**src/rtl/conv_window_mac.sv**
```systemverilog
// Window multiply-accumulate: tracks pixel position, qualifies complete patches
// and reduces patch x weights through a three-stage product/row/total pipeline.
module conv_window_mac #(
  parameter int WIN_W = 3,
  parameter int WIN_H = 3,
  parameter int IMG_W = 28,
  parameter int IMG_H = 28,
  localparam int N     = WIN_W * WIN_H,
  localparam int CW    = $clog2(IMG_W),
  localparam int RW    = $clog2(IMG_H),
  localparam int RES_W = 16 + $clog2(N)
) (
  input  logic                    clock,
  input  logic                    reset,
  input  logic                    pixel_valid,
  input  logic [8*N-1:0]          window_in,
  input  logic [8*N-1:0]          weights,
  output logic signed [RES_W-1:0] result,
  output logic                    out_valid,
  output logic [CW-1:0]           out_col,
  output logic [RW-1:0]           out_row,
  output logic                    frame_done
);

  localparam int RSW = 16 + $clog2(WIN_W);

  localparam logic [CW-1:0] COL_MIN  = CW'(WIN_W - 1);
  localparam logic [RW-1:0] ROW_MIN  = RW'(WIN_H - 1);
  localparam logic [CW-1:0] COL_LAST = CW'(IMG_W - 1);
  localparam logic [RW-1:0] ROW_LAST = RW'(IMG_H - 1);

  logic [CW-1:0] col_q, col_d;
  logic [RW-1:0] row_q, row_d;

  logic          v0_q, v0_d, fd0_q, fd0_d;
  logic [CW-1:0] col0_q, col0_d;
  logic [RW-1:0] row0_q, row0_d;

  logic              v1_q, v1_d, fd1_q, fd1_d;
  logic [CW-1:0]     col1_q, col1_d;
  logic [RW-1:0]     row1_q, row1_d;
  logic signed [15:0] prod_q [N];
  logic signed [15:0] prod_d [N];

  logic               v2_q, v2_d, fd2_q, fd2_d;
  logic [CW-1:0]      col2_q, col2_d;
  logic [RW-1:0]      row2_q, row2_d;
  logic signed [RSW-1:0] rsum_q [WIN_H];
  logic signed [RSW-1:0] rsum_d [WIN_H];

  logic                    ov_q, ov_d, fdo_q, fdo_d;
  logic [CW-1:0]           ocol_q, ocol_d;
  logic [RW-1:0]           orow_q, orow_d;
  logic signed [RES_W-1:0] res_q, res_d;

  // Position counters advance only when the shift register shifts.
  always_comb begin
    col_d = col_q;
    row_d = row_q;
    if (pixel_valid) begin
      if (col_q == COL_LAST) begin
        col_d = '0;
        row_d = (row_q == ROW_LAST) ? '0 : row_q + RW'(1);
      end else begin
        col_d = col_q + CW'(1);
      end
    end
  end

  always_comb begin
    v0_d   = pixel_valid && (col_q >= COL_MIN) && (row_q >= ROW_MIN);
    fd0_d  = (col_q == COL_LAST) && (row_q == ROW_LAST);
    col0_d = col_q;
    row0_d = row_q;
  end

  // The window shows the new pixel one cycle after it was accepted.
  always_comb begin
    v1_d   = v0_q;
    fd1_d  = fd0_q;
    col1_d = col0_q;
    row1_d = row0_q;
    for (int k = 0; k < N; k++) begin
      prod_d[k] = prod_q[k];
      if (v0_q) begin
        prod_d[k] = 16'($signed(window_in[8*k +: 8]))
                  * 16'($signed(weights[8*k +: 8]));
      end
    end
  end

  always_comb begin
    v2_d   = v1_q;
    fd2_d  = fd1_q;
    col2_d = col1_q;
    row2_d = row1_q;
    for (int r = 0; r < WIN_H; r++) begin
      rsum_d[r] = '0;
      for (int c = 0; c < WIN_W; c++) begin
        rsum_d[r] = rsum_d[r] + RSW'(prod_q[r*WIN_W + c]);
      end
    end
  end

  // Output registers hold their last value between valid results.
  always_comb begin
    ov_d   = v2_q;
    fdo_d  = v2_q && fd2_q;
    ocol_d = ocol_q;
    orow_d = orow_q;
    res_d  = res_q;
    if (v2_q) begin
      ocol_d = col2_q;
      orow_d = row2_q;
      res_d  = '0;
      for (int r = 0; r < WIN_H; r++) begin
        res_d = res_d + RES_W'(rsum_q[r]);
      end
    end
  end

  always_ff @(posedge clock) begin
    if (reset) begin
      col_q  <= '0;
      row_q  <= '0;
      v0_q   <= 1'b0;
      fd0_q  <= 1'b0;
      col0_q <= '0;
      row0_q <= '0;
      v1_q   <= 1'b0;
      fd1_q  <= 1'b0;
      col1_q <= '0;
      row1_q <= '0;
      for (int k = 0; k < N; k++) prod_q[k] <= '0;
      v2_q   <= 1'b0;
      fd2_q  <= 1'b0;
      col2_q <= '0;
      row2_q <= '0;
      for (int r = 0; r < WIN_H; r++) rsum_q[r] <= '0;
      ov_q   <= 1'b0;
      fdo_q  <= 1'b0;
      ocol_q <= '0;
      orow_q <= '0;
      res_q  <= '0;
    end else begin
      col_q  <= col_d;
      row_q  <= row_d;
      v0_q   <= v0_d;
      fd0_q  <= fd0_d;
      col0_q <= col0_d;
      row0_q <= row0_d;
      v1_q   <= v1_d;
      fd1_q  <= fd1_d;
      col1_q <= col1_d;
      row1_q <= row1_d;
      for (int k = 0; k < N; k++) prod_q[k] <= prod_d[k];
      v2_q   <= v2_d;
      fd2_q  <= fd2_d;
      col2_q <= col2_d;
      row2_q <= row2_d;
      for (int r = 0; r < WIN_H; r++) rsum_q[r] <= rsum_d[r];
      ov_q   <= ov_d;
      fdo_q  <= fdo_d;
      ocol_q <= ocol_d;
      orow_q <= orow_d;
      res_q  <= res_d;
    end
  end

  assign result     = res_q;
  assign out_valid  = ov_q;
  assign out_col    = ocol_q;
  assign out_row    = orow_q;
  assign frame_done = fdo_q;

endmodule

```
**config.mk**
```make
export PLATFORM = sky130hd
export DESIGN_NAME = conv_window_mac
export DESIGN_NICKNAME = d
export VERILOG_FILES = /design/src/rtl/conv_window_mac.sv
export SDC_FILE = /design/constraint.sdc
export NUM_CORES = 2
export LEC_CHECK = 0
export CELL_PAD_IN_SITES_DETAIL_PLACEMENT = 1
export CELL_PAD_IN_SITES_GLOBAL_PLACEMENT = 1
export CORE_MARGIN = 2
export CORE_UTILIZATION = 44
export DETAILED_ROUTE_END_ITERATION = 10
export PLACE_DENSITY_LB_ADDON = 0.1
export SLEW_MARGIN = 25
export SYNTH_ARGS = -nofsm -noshare
export SYNTH_HDL_FRONTEND = slang
export SYNTH_SLANG_ARGS = --single-unit
```
**constraint.sdc**
```tcl
create_clock -name clock -period 5.2 [get_ports clock]
set_input_delay 1.04 -clock clock [delete_from_list [all_inputs] [get_ports clock]]
set_output_delay 1.04 -clock clock [all_outputs]
set_load 0.01 [all_outputs]
```
==> impl_metrics.ini <==
[logic_synthesis]
synth_top_area_share_pct = 32.1
synthAdderAreaFrac_pct = 43.8
netlist_area_mm2 = 0.0353
synth_xor_area_share_pct = 4.37
async_reset_ff_share_pct = 0
synthMuxAreaShare_pct = 3.41
synthDistinctLibCells = 66
synth_ff_type = dfxtp_1
synth_simple_gate_area_share_pct = 17.0
synth-seq-cells = 276
synth_top_area_cell = fa_1
synth_commonest_cells = 764 x inv_1, 565 x fa_1, 390 x and2_1
synth_edf_count = 0
synth_compound_area_share_pct = 6.91
synth.most_common_cell = inv_1
synth_fp_nets = 4836
syn_inst = 3793
synthTopCellsByArea = fa_1 32%, dfxtp_1 16%, ha_1 12%
ys_seq_area_share_pct = 15.7
avgSynthCellArea_um2 = 9.30
yosysWarnings = 0
synth_top_family_by_area = adder cells

[timing]
max_slew.worst_pin.slew_ns = 1.03
finClkSkew_ns = 0.0201
hold_viol_final = 0
slew_headroom_pct = 31.3
fin_setup_tns_ns = 0
setup_viol = 0
rsz0062_at_grt = true
layout_worst_path_cycle_share_pct = 98.1
fmax_mhz = 196
hold_slack_ns = 0.424
period_needed_ns = 5.10
slew_viol_final = 0

[grt]
antenna_found_initial = 3
grt-ovfl-total = 0
grt_pass1_vias = 29788
grt_util_all_layers_pct = 22.0
grt_max_degree = 130
grt_pass1_wl_um = 149000

[hold_path]
hp-class = reg -> reg

[die]
die-area_mm2 = 0.0824
ios = 179
initial_core_util_pct = 44.6
row_count = 103
die_x_um = 287
die_height_um = 287
core_area_mm2 = 0.0791

[setup_path]
worst_setup_path_end_kind = flop
crit_fanout = 4
cp-start-kind = input pin
cp.required_ns = 5.68
cp.arrival_ns = 5.58
critPathKind = in -> reg

[detailed_routing]
drc = 0
drtAntennaViolNets = 0
vias = 26660
viasPerCell = 4.85
first_pass_iters = 4
dr.first_iter.drc_count = 737
routed_wl_um = 87700
wl_per_cell_um = 16.0

[clock_network]
clkTransAtPathRegs_ns = 0.06
root_buffer = clkbuf_16
clock-sinks = 276
clk_latency_ns = 0.54
cts.path.max_buffers = 3
cts-buffers-inserted = 34
htree_levels = 2
cts_tree = yes

[placement]
portBuffers = 178
dp.cells = 5422
dp_hpwl_um = 75400
place_area_mm2 = 0.0416
place_congestion = 0.833

[job]
drv_cap = 0

[power_and_ir_drop]
leakage_nw = 21.3
vdd_drop_max_mv = 0.289
p_per_area_mw_per_mm2 = 382

[final_layout]
instances_no_fill = 5495
final_area_mm2 = 0.0433
drive_gt1_share_pct = 13.9
final_nets = 5462
filler_cell_count = 9207
syn_to_final_growth_pct = 22.9

[outcome]
status = complete, no violations
-- flip-flops by register name, indices dropped and copies added, names as in the netlist, 5 cells and up --
register and cells:
out_row 5, out_col 5, col2_q 5, row0_d 5, row0_q 5, rsum_q 54, col0_d 5, row2_q 5
col0_q 5, result 20, row1_q 5, prod_q 144, col1_q 5
-- stage by stage --
stage | setup slack, ns | utilization, % | total power [mW]
3_3_place_gp | -0.696 | 52.6 | 13.4
4_1_cts | -0.104 | 54.2 | 16.4
5_1_grt | -0.0967 | 54.8 | 18.3
3_5_place_dp | -0.811 | 52.6 | 13.7
2_1_floorplan | 0.0685 | - | 9.02
6_report | 0.0986 | 54.8 | 16.6
-- where the power goes --
group	leakage [nW]	internal, mW	switching, mW
Combinational	18.5	6.10	5.86
Sequential	2.22	2.12	0.00193
Clock	0.587	1.52	0.957
-- cells by family (layout without fill, tap and decap cells) --
kind of cell,count (synthesis),in the layout
compound gates,358,358
simple gates,1142,1142
fa+ha+maj,896,896
xor+xnor,176,176
other cells,0,2
buf+inv,826,1476
flops,276,276
mux,119,119
-- final timing paths --
check / start / end / slack, ns / cells past startpoint
setup / recovery: window_in[68] / prod_q[0][142]$_SDFFE_PP0P_ / 0.1 / 18
hold / removal: fd2_q$_SDFF_PP0_ / frame_done$_SDFF_PP0_ / 0.42 / 1
setup reg to reg: prod_q[0][112]$_SDFFE_PP0P_ / rsum_q[0][49]$_SDFF_PP0_ / 1.38 / 13
hold reg to reg: fd2_q$_SDFF_PP0_ / frame_done$_SDFF_PP0_ / 0.42 / 1
-- cells in the final DEF, fill, tap and decap left out, types with 79 or more instances in the layout --
cell type and count:
a21oi_1 79, and2_1 388, buf_4 468, clkdlybuf4s50_1 98, dfxtp_1 275, fa_1 560, ha_1 325, inv_1 764
mux2i_1 111, nand2_1 178, nor2_1 284, nor2b_1 112, xnor2_1 127
-- area by class of cell --
| class | instances | area (µm²) | area share, % |
|---|---|---|---|
| diodes | 2 | 5.00 | 0.0115 |
| clock buffers | 48 | 1010 | 2.34 |
| clock inverters | 12 | 163 | 0.375 |
| inverters | 764 | 2870 | 6.62 |
| multi-input cells | 2691 | 27000 | 62.2 |
| flip-flops and latches | 276 | 5530 | 12.8 |
| well taps | 1050 | 1310 | 3.03 |
| repair buffers | 652 | 5480 | 12.6 |
-- per-layer routing --
metal	wire length, µm	GRT usage (%)
met5	0	0
met4	1990	5.35
met3	1790	1.81
met2	46100	40.7
met1	37800	27.7
-- repair_timing --
action,CTS,global route
hold buffers,0,0
hold endpoints to repair,0,0
setup buffers,5,6
pin swaps,9,29
resized for setup,49,133
setup endpoints to repair,20,43
-- worst max-delay path, stage by stage --
cell             delay [ns]
clkdlybuf4s50_1        0.42
buf_4                  0.15
buf_4                  0.13
buf_4                  0.13
and2_1                 0.17
fa_1                   0.53
fa_1                   0.45
fa_1                   0.51
inv_1                  0.05
fa_1                   0.49
inv_1                  0.05
ha_1                   0.30
o21a_1                 0.13
nor2_1                 0.05
a21oi_2                0.13
a31oi_1                0.12
or4b_2                 0.63
nand3_1                0.11
No activity file was read; power rests on OpenSTA's default activity.
